===== config.mk =====
export PLATFORM = sky130hd
export DESIGN_NAME = button_conditioner
export DESIGN_NICKNAME = d
export VERILOG_FILES = /design/src/rtl/vm_btn_pkg.sv /design/src/rtl/btn_debounce_ch.sv /design/src/rtl/button_conditioner.sv
export SDC_FILE = /design/constraint.sdc
export NUM_CORES = 1
export LEC_CHECK = 0
export CORE_MARGIN = 1
export CORE_UTILIZATION = 50
export DETAILED_ROUTE_END_ITERATION = 16
export PLACE_DENSITY = 0.66
export SLEW_MARGIN = 0
export SYNTH_ARGS = -nofsm -noshare
export SYNTH_HDL_FRONTEND = slang
export SYNTH_SLANG_ARGS = --single-unit

===== constraint.sdc =====
create_clock -name clk -period 5.7 [get_ports clk]
set_input_delay 0.57 -clock clk [delete_from_list [all_inputs] [get_ports clk]]
set_output_delay 0.57 -clock clk [all_outputs]
set_load 0.02 [all_outputs]

===== src/rtl/vm_btn_pkg.sv =====
// Shared definitions for the vending machine button front end:
// channel count, press-code width, button index map and repeat FSM states.
package vm_btn_pkg;

  localparam int unsigned N_BTN      = 12;
  localparam int unsigned BTN_CODE_W = 4;

  // Panel button index map
  localparam int unsigned BTN_MONEY_0 = 0;
  localparam int unsigned BTN_MONEY_1 = 1;
  localparam int unsigned BTN_MONEY_2 = 2;
  localparam int unsigned BTN_ITEM_0  = 3;
  localparam int unsigned BTN_ITEM_1  = 4;
  localparam int unsigned BTN_ITEM_2  = 5;
  localparam int unsigned BTN_ITEM_3  = 6;
  localparam int unsigned BTN_ITEM_4  = 7;
  localparam int unsigned BTN_ITEM_5  = 8;
  localparam int unsigned BTN_ITEM_6  = 9;
  localparam int unsigned BTN_ITEM_7  = 10;
  localparam int unsigned BTN_CANCEL  = 11;

  // Per-channel auto-repeat state
  typedef enum logic [1:0] {
    RPT_IDLE  = 2'd0,
    RPT_HELD  = 2'd1,
    RPT_DELAY = 2'd2,
    RPT_RATE  = 2'd3
  } rpt_state_e;

endpackage


===== src/rtl/btn_debounce_ch.sv =====
// One button channel: 2-flop synchroniser, counter debounce and the
// auto-repeat FSM. pulse_o is the combinational press/repeat event that the
// top level registers, so it coincides with the edge where level_o changes.
module btn_debounce_ch
  import vm_btn_pkg::*;
#(
  parameter int unsigned DEBOUNCE_CYC     = 20000,
  parameter int unsigned REPEAT_DELAY_CYC = 500000,
  parameter int unsigned REPEAT_RATE_CYC  = 100000,
  parameter bit          REPEAT_EN        = 1'b0
) (
  input  logic clk,
  input  logic rst,
  input  logic raw_i,
  output logic level_o,
  output logic pulse_o
);

  localparam int unsigned RPT_MAX = (REPEAT_DELAY_CYC > REPEAT_RATE_CYC) ?
                                    REPEAT_DELAY_CYC : REPEAT_RATE_CYC;
  localparam int unsigned DEB_W = $clog2(DEBOUNCE_CYC + 1);
  localparam int unsigned RPT_W = $clog2(RPT_MAX + 1);

  // Counters clear on the cycle they would reach their limit, so they never wrap.
  localparam logic [DEB_W-1:0] DEB_LAST = DEB_W'(DEBOUNCE_CYC - 1);
  localparam logic [RPT_W-1:0] DLY_LAST = RPT_W'(REPEAT_DELAY_CYC - 1);
  localparam logic [RPT_W-1:0] RAT_LAST = RPT_W'(REPEAT_RATE_CYC - 1);

  logic             s1_q, s2_q;
  logic             lvl_q, lvl_d;
  logic [DEB_W-1:0] dcnt_q, dcnt_d;
  logic [RPT_W-1:0] rcnt_q, rcnt_d;
  rpt_state_e       st_q, st_d;
  logic             pulse;

  // Debounce: count consecutive samples that disagree with the accepted level
  always_comb begin
    lvl_d  = lvl_q;
    dcnt_d = '0;
    if (s2_q != lvl_q) begin
      if (dcnt_q == DEB_LAST) begin
        lvl_d = ~lvl_q;
      end else begin
        dcnt_d = dcnt_q + 1'b1;
      end
    end
  end

  // Repeat FSM: looks at the next level so a release suppresses any pulse at once
  always_comb begin
    st_d   = st_q;
    rcnt_d = rcnt_q;
    pulse  = 1'b0;
    unique case (st_q)
      RPT_IDLE: begin
        if (lvl_d && !lvl_q) begin
          pulse  = 1'b1;
          rcnt_d = '0;
          st_d   = REPEAT_EN ? RPT_DELAY : RPT_HELD;
        end
      end
      RPT_HELD: begin
        if (!lvl_d) st_d = RPT_IDLE;
      end
      RPT_DELAY: begin
        if (!lvl_d) begin
          st_d   = RPT_IDLE;
          rcnt_d = '0;
        end else if (rcnt_q == DLY_LAST) begin
          pulse  = 1'b1;
          st_d   = RPT_RATE;
          rcnt_d = '0;
        end else begin
          rcnt_d = rcnt_q + 1'b1;
        end
      end
      RPT_RATE: begin
        if (!lvl_d) begin
          st_d   = RPT_IDLE;
          rcnt_d = '0;
        end else if (rcnt_q == RAT_LAST) begin
          pulse  = 1'b1;
          rcnt_d = '0;
        end else begin
          rcnt_d = rcnt_q + 1'b1;
        end
      end
      default: begin
        st_d   = RPT_IDLE;
        rcnt_d = '0;
      end
    endcase
  end

  // Synchroniser, debounce and repeat state registers
  always_ff @(posedge clk) begin
    if (rst) begin
      s1_q   <= 1'b0;
      s2_q   <= 1'b0;
      lvl_q  <= 1'b0;
      dcnt_q <= '0;
      rcnt_q <= '0;
      st_q   <= RPT_IDLE;
    end else begin
      s1_q   <= raw_i;
      s2_q   <= s1_q;
      lvl_q  <= lvl_d;
      dcnt_q <= dcnt_d;
      rcnt_q <= rcnt_d;
      st_q   <= st_d;
    end
  end

  assign level_o = lvl_q;
  assign pulse_o = pulse;

endmodule


===== src/rtl/button_conditioner.sv =====
// Button front end: N_BTN conditioned channels plus a registered press pulse
// vector, any-press flag and lowest-index press code.
module button_conditioner
  import vm_btn_pkg::*;
#(
  parameter int unsigned       N_BTN            = vm_btn_pkg::N_BTN,
  parameter int unsigned       DEBOUNCE_CYC     = 20000,
  parameter int unsigned       REPEAT_DELAY_CYC = 500000,
  parameter int unsigned       REPEAT_RATE_CYC  = 100000,
  parameter logic [N_BTN-1:0]  REPEAT_MASK      = '0
) (
  input  logic                  clk,
  input  logic                  rst,
  input  logic [N_BTN-1:0]      btn_raw,
  output logic [N_BTN-1:0]      btn_level,
  output logic [N_BTN-1:0]      btn_pulse,
  output logic                  btn_valid,
  output logic [BTN_CODE_W-1:0] btn_code
);

  logic [N_BTN-1:0]      pulse_ev;
  logic [N_BTN-1:0]      pulse_q;
  logic                  valid_q;
  logic [BTN_CODE_W-1:0] code_q, code_d;

  for (genvar i = 0; i < N_BTN; i++) begin : g_ch
    btn_debounce_ch #(
      .DEBOUNCE_CYC    (DEBOUNCE_CYC),
      .REPEAT_DELAY_CYC(REPEAT_DELAY_CYC),
      .REPEAT_RATE_CYC (REPEAT_RATE_CYC),
      .REPEAT_EN       (REPEAT_MASK[i])
    ) u_ch (
      .clk    (clk),
      .rst    (rst),
      .raw_i  (btn_raw[i]),
      .level_o(btn_level[i]),
      .pulse_o(pulse_ev[i])
    );
  end

  // Priority encoder: lowest pulsing index wins, 0 when nothing pulses
  always_comb begin
    code_d = '0;
    for (int unsigned i = N_BTN; i > 0; i--) begin
      if (pulse_ev[i-1]) code_d = BTN_CODE_W'(i - 1);
    end
  end

  // Output registers: pulse, valid and code all land on the same edge
  always_ff @(posedge clk) begin
    if (rst) begin
      pulse_q <= '0;
      valid_q <= 1'b0;
      code_q  <= '0;
    end else begin
      pulse_q <= pulse_ev;
      valid_q <= |pulse_ev;
      code_q  <= code_d;
    end
  end

  assign btn_pulse = pulse_q;
  assign btn_valid = valid_q;
  assign btn_code  = code_q;

endmodule


==> results of run 1 <==
[cells in the final DEF, fill, tap and decap left out, types with 44 or more instances in the layout]
master | Yosys | routed
sky130_fd_sc_hd__nor2_1 | 499 | 499
sky130_fd_sc_hd__dfxtp_1 | 485 | 485
sky130_fd_sc_hd__o21ai_0 | 215 | 215
sky130_fd_sc_hd__nand2_1 | 201 | 201
sky130_fd_sc_hd__a21oi_1 | 172 | 172
sky130_fd_sc_hd__nand3_1 | 151 | 151
sky130_fd_sc_hd__and3_1 | 134 | 134
sky130_fd_sc_hd__xor2_1 | 109 | 109
sky130_fd_sc_hd__xnor2_1 | 73 | 73
sky130_fd_sc_hd__clkbuf_16 | 0 | 53
sky130_fd_sc_hd__nand4_1 | 50 | 50
sky130_fd_sc_hd__nor2b_1 | 49 | 49
sky130_fd_sc_hd__nor3b_1 | 44 | 44
[worst paths after layout]
| path | from | end | slack [ps] | depth (start not counted) |
|---|---|---|---|---|
| setup / recovery | g_ch[5].u_ch.dcnt_q[0] | g_ch[5].u_ch.rcnt_q[17] | 2660 | 9 |
| hold / removal | g_ch[7].u_ch.dcnt_q[0] | g_ch[7].u_ch.dcnt_q[0] | 440 | 1 |
| setup reg to reg | g_ch[5].u_ch.dcnt_q[0] | g_ch[5].u_ch.rcnt_q[17] | 2660 | 9 |
| hold reg to reg | g_ch[7].u_ch.dcnt_q[0] | g_ch[7].u_ch.dcnt_q[0] | 440 | 1 |
[cells by family after synthesis]
| kind of cell | count (synthesis) | synth area share |
|---|---|---|
| compound gates | 511 | 0.129 |
| buf+inv | 142 | 0.0268 |
| flops | 485 | 0.433 |
| simple gates | 1403 | 0.319 |
| xor+xnor | 182 | 0.0711 |
| fa+ha+maj | 24 | 0.0134 |
| mux | 17 | 0.00809 |
[state kept, by name (all words and copies together), names as in the netlist]
signal and cells:
btn_code 4, btn_valid 1, g_ch.u_ch.dcnt_q 180, g_ch.u_ch.st_q 24, g_ch.u_ch.s1_q 12, btn_pulse 12, g_ch.u_ch.rcnt_q 228, g_ch.u_ch.level_o 12
g_ch.u_ch.s2_q 12
[area by class of cell]
| class | instances | share of cell area |
|---|---|---|
| timing repair buffer | 46 | 0.0187 |
| clock buffer | 73 | 0.0606 |
| sequential | 485 | 0.389 |
| clock inverter | 21 | 0.0103 |
| multi-input combinational | 2137 | 0.486 |
| inverter | 36 | 0.00542 |
| tap | 592 | 0.0297 |
[report_power, final]
group          switching [µW]  internal (µW)
registers                7.04           3400
logic                    52.0           22.7
clock network            1360           2110
total                    1420           5530
[critical path, delay by kind of cell, from the launching register on]
| family | cells | cell delay, ps |
|---|---|---|
| AO/OA/AOI/OAI | 2 | 400 |
| adder cells (fa/ha/maj) | 1 | 250 |
| buffers and inverters | 1 | 360 |
| flip-flops | 1 | 390 |
| multiplexers | 1 | 230 |
| AND/OR/NAND/NOR | 4 | 1300 |
[through the flow]
| step | total power [µW] | area (µm²) | util | hold slack [ps] |
|---|---|---|---|---|
| 6_report | 6950 | 24900 | 0.564 | 437 |
| 2_1_floorplan | 3530 | 22400 | - | 413 |
| 3_5_place_dp | 3560 | 23200 | 0.524 | 423 |
| 4_1_cts | 7050 | 24900 | 0.564 | 441 |
| 3_3_place_gp | 3560 | 23200 | 0.524 | 421 |
| 5_1_grt | 7200 | 24900 | 0.564 | 459 |
[routing by layer]
| metal | routed length [µm] | share of wire | track usage |
|---|---|---|---|
| met1 | 22100 | 0.48 | 0.264 |
| met2 | 21300 | 0.46 | 0.340 |
| met3 | 1580 | 0.034 | 0.0318 |
| met4 | 886 | 0.019 | 0.0606 |
| met5 | 0 | 0 | 0 |
==> results_dict.tcl, run 1 <==
set metrics [dict create \
    run_status "complete, no violations" \
    ioPinCount 43 \
    viasPerCell 5.55 \
    synth_common_cells "sky130_fd_sc_hd__nor2_1 (499), sky130_fd_sc_hd__dfxtp_1 (485), sky130_fd_sc_hd__o21ai_0 (215)" \
    cts-htree-levels 2 \
    multi_input_comb_area_mm2 0.0121 \
    drive_above_1_share 0.0461 \
    synth.avg_cell_area_um2 8.11 \
    finalSetupViolCount 0 \
    dp_cells 3296 \
    dieArea_mm2 0.0457 \
    timing.critical_path.from_type "register" \
    yosys.area.top_type "sky130_fd_sc_hd__dfxtp_1" \
    relSlewSlack 0.267 \
    cp.required_ps 6180 \
    slowest_stage_cell_on_the_critical_path "sky130_fd_sc_hd__nand3b_1" \
    number_of_buffers_added_for_setup_after_cts 0 \
    power_leakage_uw 0.00859 \
    min_period_ps 3040 \
    clock-sinks 485 \
    cellPowerDensity_mw_per_mm2 279 \
    route.antenna.remaining_nets 0 \
    grt_antenna_before_repair 0 \
    cts_repair_resize_count 0 \
    path_max_fanout 29 \
    antenna-diode-count 0 \
    synthCells 2764 \
    cap_violations 0 \
    synth-seq-cells 485 \
    worst_hold_path_type "register to register" \
    timing.final.hold_violations 0 \
    globalRouteOverflowTotal 0 \
    syn_nets 2802 \
    critPathArrivalTime_ps 3530 \
    placement.io_buffers 42 \
    synth_edf_count 0 \
    core_area_mm2 0.0442 \
    cts_hold_repair.buffers 0 \
    grt_max_degree 105 \
    post-place-ws_ps 2640 \
    drc 0 \
    routedWlPerCell_um 13.5 \
    drt_pass1_iterations 5 \
    flow.area_growth_from_synthesis_pct 11.2 \
    cts_max_path_buffers 3 \
    layout_setup_ws_ps 2660 \
    fp.dieW_um 214 \
    maximum_cell_stage_delay_along_the_critical_path_ps 740 \
    nNetsFinal 2796 \
    place.gp.congestion 0.808 \
    slew_viol_final 0 \
    synth_sequential_area_ratio 0.433 \
    die_height_um 214 \
    initial_standard_cell_utilization_of_the_core 0.507 \
    worst_slew_pin_slew_ps 1100 \
    dr.first_iter.drc_count 1111 \
    synthMostInstantiatedCell "sky130_fd_sc_hd__nor2_1" \
    final-instance-count-excl-fill 3390 \
    max_freq_ghz 0.329 \
    layout.area.seq_mm2 0.00971 \
    cts.root.buffer_cell "sky130_fd_sc_hd__clkbuf_16" \
    unrepaired_setup_endpoints_after_global_routing "false" \
    kind_of_end_point_of_the_critical_path "register" \
    grt_pass1_wl_mm 78.7 \
    max-vdd-ir-drop_uv 228 \
    synth-async-reset-ratio 0 \
    clkTransAtPathRegs_ps 60 \
    dominantRegCellSynth "sky130_fd_sc_hd__dfxtp_1" \
    drt_wl_total_mm 45.9 \
    finalClockSkew_ps 17.4 \
    post_synth_instance_area_mm2 0.0224 \
    num_rows 77 \
    tritoncts "built" \
    dr_total_vias 18810 \
    yosysWarnings 0 \
    cts_inserted_buffers 52 \
    finalCritPeriodShare 0.534 \
    setup_total_negative_slack_ps 0 \
    synth_top_area_frac 0.433 \
    yosysUniqueCellTypes 73 \
    first_global_vias 17169 \
    filler_cells_inserted 3982 \
    timing_worst_setup_path_type "register to register" \
    synth_area_leaders "sky130_fd_sc_hd__dfxtp_1 (43%), sky130_fd_sc_hd__nor2_1 (8.4%), sky130_fd_sc_hd__o21ai_0 (4.8%), sky130_fd_sc_hd__xor2_1 (4.3%), sky130_fd_sc_hd__a21oi_1 (3.8%)" \
    grt.total_usage 0.201 \
    worstPathCellList "ha_1 -> nand4b_1 -> nor4_1 -> nand4_1 -> mux2i_1 -> nand3b_1 -> inv_1 -> o21ai_0 -> a311oi_1" \
    clk_lat_worst_skew_ps 590 \
    dpl.hpwl_mm 30.6 \
]
Note: power is estimated with default switching activity, not from simulation.
==> run 2, diff against run 1 <==
==> constraint.sdc (replaced) <==
create_clock -name clk -period 2.9 [get_ports clk]
set_input_delay 0.29 -clock clk [delete_from_list [all_inputs] [get_ports clk]]
set_output_delay 0.29 -clock clk [all_outputs]
set_load 0.02 [all_outputs]
==> run 2 against run 1 <==
  * Clock-buffer cell count is 5 higher
  * Die area unchanged
  * Clock skew is 6.2 ps higher
  * Combinational power increased by 110%
  * Via count is 1.0% higher
  * Critical path depth is 1 higher
  * Global-route usage about the same
  * Sequential power is 96% higher
  * Maximum frequency up 12%
==> results_dict.tcl, run 2 (synthesized netlist as in run 1, its figures left out) <==
set metrics [dict create \
    flow.area_growth_from_synthesis_pct 13.1 \
    viasPerCell 5.53 \
    place.gp.congestion 0.836 \
    critPathArrivalTime_ps 3230 \
    drt_pass1_iterations 5 \
    startpoint_of_the_tightest_hold_check_path "btn_raw[7]" \
    cp.required_ps 3410 \
    largest_register_ffs 228 \
    grt_max_degree 105 \
    antenna-diode-count 0 \
    cts_inserted_buffers 53 \
    grt.total_usage 0.202 \
    cp-startpoint "g_ch[8].u_ch.dcnt_q[12]" \
    globalRouteOverflowTotal 0 \
    cellPowerDensity_mw_per_mm2 543 \
    first_global_vias 17192 \
    dr_total_vias 18998 \
    mostFrequentLayoutCell "sky130_fd_sc_hd__nor2_1" \
    routedWlPerCell_um 13.5 \
    finalSetupViolCount 0 \
    max-vdd-ir-drop_uv 424 \
    cap_violations 0 \
    drt_wl_total_mm 46.5 \
    worst_hold_path_type "primary input to register" \
    largest-register "g_ch.u_ch.rcnt_q" \
    die_height_um 214 \
    layout_setup_ws_ps 179 \
    clock-sinks 485 \
    drc 0 \
    clk_lat_worst_skew_ps 600 \
    dpl.hpwl_mm 31.6 \
    r2r_start "g_ch[8].u_ch.dcnt_q[12]" \
    power_leakage_uw 0.00883 \
    final-instance-count-excl-fill 3437 \
    grt_pass1_wl_mm 78.5 \
    cts.root.buffer_cell "sky130_fd_sc_hd__clkbuf_16" \
    hold_slack_ps 245 \
    clkTransAtPathRegs_ps 60 \
    layout_common_cells "sky130_fd_sc_hd__nor2_1 (498), sky130_fd_sc_hd__dfxtp_1 (485), sky130_fd_sc_hd__o21ai_0 (215)" \
    dr.first_iter.drc_count 957 \
    timing.final.hold_violations 0 \
    initial_standard_cell_utilization_of_the_core 0.507 \
    grt_antenna_before_repair 0 \
    core_area_mm2 0.0442 \
    fp.dieW_um 214 \
    placed_area_mm2 0.0235 \
    post-place-ws_ps 110 \
    num_rows 77 \
    placement.io_buffers 42 \
    timing_worst_setup_path_type "register to register" \
    timing.critical_path.from_type "register" \
    finish.instance_area_mm2 0.0254 \
    dieArea_mm2 0.0457 \
    relSlewSlack 0.245 \
    nNetsFinal 2840 \
    cts_max_path_buffers 3 \
    slew_viol_final 0 \
    worst_slew_pin_slew_ps 1130 \
    path_max_fanout 5 \
    finalClockSkew_ps 23.6 \
    tritoncts "built" \
    ioPinCount 43 \
    kind_of_end_point_of_the_critical_path "register" \
    layout_top_registers "g_ch.u_ch.rcnt_q: 228 flops, g_ch.u_ch.dcnt_q: 180 flops, g_ch.u_ch.st_q: 24 flops" \
    route.antenna.remaining_nets 0 \
    run_status "complete, no violations" \
    finalCritPeriodShare 0.938 \
    dp_cells 3337 \
    min_period_ps 2720 \
    max_freq_ghz 0.367 \
    drive_above_1_share 0.0657 \
    cts-htree-levels 2 \
    filler_cells_inserted 4108 \
]
==> run 2: through the flow <==
step / util / TNS [ps] / power, µW
6_report: 0.573 / 0 / 13800
4_1_cts: 0.572 / 0 / 14000
3_5_place_dp: 0.531 / 0 / 7000
5_1_grt: 0.573 / -24.7 / 14300
3_3_place_gp: 0.531 / 0 / 7000
2_1_floorplan: - / 0 / 6940
==> run 2: worst paths after layout <==
| path | cells past startpoint | to | slack (ps) |
|---|---|---|---|
| hold / removal | 2 | g_ch[7].u_ch.s1_q | 250 |
| setup / recovery | 10 | btn_code[0] | 180 |
| setup reg to reg | 10 | btn_code[0] | 180 |
| hold reg to reg | 1 | g_ch[2].u_ch.s2_q | 430 |
==> run 2: power breakdown <==
part	leakage [µW]	internal, µW	switching, µW
clock	0.000923	4240	2680
sequential	0.00391	6680	12.8
combinational	0.00400	49.9	108
==> run 2: layout make-up <==
class,instances,area (µm²),area share
Clock buffer,78,1630,0.0644
Clock inverter,20,206,0.00814
Inverter,36,135,0.00533
Multi-Input combinational cell,2137,12200,0.479
Sequential cell,485,9710,0.383
Tap cell,592,741,0.0292
Timing Repair Buffer,89,777,0.0306
==> run 2: layer usage <==
| layer | global-route usage | up-vias | wire (µm) |
|---|---|---|---|
| li1 | - | 9780 | - |
| met1 | 0.257 | 8888 | 21800 |
| met2 | 0.346 | 261 | 21900 |
| met3 | 0.0365 | 69 | 1740 |
| met4 | 0.0621 | 0 | 1050 |
| met5 | 0 | - | 0 |
==> run 2: critical path: stages (launching register included) <==
cell,delay [ps]
sky130_fd_sc_hd__dfxtp_1,330
sky130_fd_sc_hd__or4b_2,710
sky130_fd_sc_hd__nor4_4,320
sky130_fd_sc_hd__mux2_4,360
sky130_fd_sc_hd__o2111ai_1,110
sky130_fd_sc_hd__o21a_1,210
sky130_fd_sc_hd__a21boi_2,170
sky130_fd_sc_hd__o21ai_1,70
sky130_fd_sc_hd__a21boi_1,150
sky130_fd_sc_hd__o21ai_1,70
sky130_fd_sc_hd__a21oi_1,130
==> run 2: what timing repair did <==
item,4_1_cts,5_1_grt
gates resized for setup,0,10
setup endpoints to repair,0,14
setup buffers,0,2
hold buffers,0,0
==> run 3, diff against run 2 <==
--- a/config.mk
+++ b/config.mk
@@ -9,7 +9,7 @@
 export CORE_UTILIZATION = 50
 export DETAILED_ROUTE_END_ITERATION = 16
 export PLACE_DENSITY = 0.66
-export SLEW_MARGIN = 0
+export SLEW_MARGIN = 25
 export SYNTH_ARGS = -nofsm -noshare
 export SYNTH_HDL_FRONTEND = slang
 export SYNTH_SLANG_ARGS = --single-unit
==> run 3 against run 2 <==
  * Worst hold slack gained 5.8 ps
  * Power grew 0.96%
  * Non-clock buffer count grew 1
  * Utilization grew 0.065 points
  * Register-to-register slack lost 20 ps
  * Critical endpoint unchanged
  * Largest cell class unchanged
  * Highest routed layer unchanged
==> results_dict.tcl, run 3 (synthesized netlist as in run 1, its figures left out) <==
set metrics [dict create \
    post-place-ws_ps 106 \
    seqPwrFrac 0.482 \
    layout_common_cells "sky130_fd_sc_hd__nor2_1 (498), sky130_fd_sc_hd__dfxtp_1 (485), sky130_fd_sc_hd__o21ai_0 (215)" \
    dpl.hpwl_mm 31.8 \
    first_global_vias 17329 \
    clock-sinks 485 \
    drc 0 \
    setup_total_negative_slack_ps 0 \
    critPathArrivalTime_ps 3260 \
    cts.root.buffer_cell "sky130_fd_sc_hd__clkbuf_16" \
    timing.final.hold_violations 0 \
    sw_frac_of_total 0.202 \
    grt_use_met1 0.257 \
    placement.io_buffers 42 \
    dr_total_vias 19070 \
    global_route.usage.met2 0.345 \
    place.gp.congestion 0.836 \
    rr_worst_depth 10 \
    largest_register_ffs 228 \
    dr.first_iter.drc_count 961 \
    tritoncts "built" \
    clkTransAtPathRegs_ps 60 \
    run_status "complete, no violations" \
    power_leakage_uw 0.00883 \
    path_max_fanout 5 \
    grt_max_degree 105 \
    worst-r2r-setup-slack_ps 160 \
    timing_worst_setup_path_type "register to register" \
    grt_antenna_before_repair 0 \
    cts_inserted_buffers 53 \
    r2r_start "g_ch[8].u_ch.dcnt_q[12]" \
    cts_hold_repair.buffers 0 \
    startpoint_of_the_tightest_hold_check_path "btn_raw[10]" \
    die_height_um 214 \
    share_clk_of_total_power 0.507 \
    cp.required_ps 3420 \
    cts-htree-levels 2 \
    finish.instance_area_mm2 0.0254 \
    drt_wl_total_mm 47.0 \
    grt_pass1_wl_mm 79.1 \
    clk_lat_worst_skew_ps 590 \
    finalClockSkew_ps 13.8 \
    viasPerCell 5.55 \
    comb_power_share 0.011 \
    layout_setup_ws_ps 158 \
    relSlewSlack 0.469 \
    nNetsFinal 2841 \
    worst_slew_pin_slew_ps 796 \
    antenna-diode-count 0 \
    drt_pass1_iterations 5 \
    pint_uw 11100 \
    timing.critical_path.from_type "register" \
    core_area_mm2 0.0442 \
    finalCritPeriodShare 0.945 \
    globalRouteOverflowTotal 0 \
    layout.core_utilization 0.574 \
    slew_viol_final 0 \
    mostFrequentLayoutCell "sky130_fd_sc_hd__nor2_1" \
    r2r_end "btn_code[0]" \
    num_rows 77 \
    fp.dieW_um 214 \
    cellPowerDensity_mw_per_mm2 548 \
    initial_standard_cell_utilization_of_the_core 0.507 \
    grt.total_usage 0.203 \
    hold_slack_ps 251 \
    layout_top_registers "g_ch.u_ch.rcnt_q: 228 flops, g_ch.u_ch.dcnt_q: 180 flops, g_ch.u_ch.st_q: 24 flops" \
    route.antenna.remaining_nets 0 \
    worst_hold_path_type "primary input to register" \
    placed_area_mm2 0.0235 \
    finalSetupViolCount 0 \
    flow.area_growth_from_synthesis_pct 13.2 \
    whs_endpoint "g_ch[10].u_ch.s1_q" \
    cap_violations 0 \
    cts_max_path_buffers 3 \
    routedWlPerCell_um 13.7 \
    kind_of_end_point_of_the_critical_path "register" \
    gr-usage-met3 0.0313 \
    max_freq_ghz 0.365 \
    hold_path_depth 2 \
    max-vdd-ir-drop_uv 441 \
    drive_above_1_share 0.0643 \
    largest-register "g_ch.u_ch.rcnt_q" \
    grt.busiest_layer "met2" \
    p_switching_uw 2810 \
    ioPinCount 43 \
    dieArea_mm2 0.0457 \
    min_period_ps 2740 \
]
[run 3: cell types whose count changed in the layout (fill, tap and decap cells not counted), moves of 2 or more]
cell	delta
sky130_fd_sc_hd__bufinv_16	+3
sky130_fd_sc_hd__clkinv_2	-2
sky130_fd_sc_hd__clkbuf_8	-6
sky130_fd_sc_hd__clkbuf_1	+5
[run 3: worst max-delay path, cell delays in order, from the launching register on]
cell and delay [ps]:
sky130_fd_sc_hd__dfxtp_1 330, sky130_fd_sc_hd__or4b_2 710, sky130_fd_sc_hd__nor4_4 330, sky130_fd_sc_hd__mux2_4 360, sky130_fd_sc_hd__o2111ai_1 110, sky130_fd_sc_hd__o21a_1 210, sky130_fd_sc_hd__a21boi_2 170, sky130_fd_sc_hd__o21ai_1 70
sky130_fd_sc_hd__a21boi_1 160, sky130_fd_sc_hd__o21ai_1 80, sky130_fd_sc_hd__a21oi_1 150
[run 3: per-layer routing]
layer	vias up	part of all wire
met2	302	0.47
met4	0	0.031
met1	8905	0.46
met3	93	0.039
li1	9770	-
met5	-	0
[run 3: worst max path at each step]
stage                                        from           to  slack (ps)  depth (start not counted)
after floorplan           g_ch[8].u_ch.dcnt_q[12]  btn_code[0]         320                         10
after global placement    g_ch[8].u_ch.dcnt_q[12]  btn_code[0]         110                         10
after detailed placement  g_ch[8].u_ch.dcnt_q[12]  btn_code[0]         110                         10
after CTS                 g_ch[8].u_ch.dcnt_q[12]  btn_code[0]          70                         10
after global routing      g_ch[11].u_ch.rcnt_q[0]  btn_code[0]         -50                         11
final                     g_ch[8].u_ch.dcnt_q[12]  btn_code[0]         160                         10
[run 3: repair_timing]
item / CTS / global route
resized for setup: 0 / 9
endpoints found under the setup margin: 0 / 21
endpoints found under the hold margin: 0 / 0
setup buffers: 0 / 3
[run 3: power groups by stage]
stage	Sequential (µW)	Clock (µW)	Combinational, µW
4_1_cts	6700	7250	161
6_report	6700	7050	158
2_1_floorplan	6840	0	104
3_5_place_dp	6840	0	160
5_1_grt	6690	7520	175
3_3_place_gp	6840	0	157
[run 3: final cells by class]
| class | count | area [µm²] |
|---|---|---|
| Clock inverter | 21 | 287 |
| Sequential cell | 485 | 9710 |
| Fill cell | 4050 | 18800 |
| Multi-Input combinational cell | 2137 | 12200 |
| Clock buffer | 77 | 1570 |
| Tap cell | 592 | 741 |
| Timing Repair Buffer | 90 | 785 |
| Inverter | 36 | 135 |
[run 3: per-stage QoR]
stage | std cells | total power, µW
detailed placement | 3337 | 7000
global route | 3438 | 14400
finish | 3438 | 13900
CTS | 3435 | 14100
global placement | 3337 | 7000
floorplan | 2764 | 6940
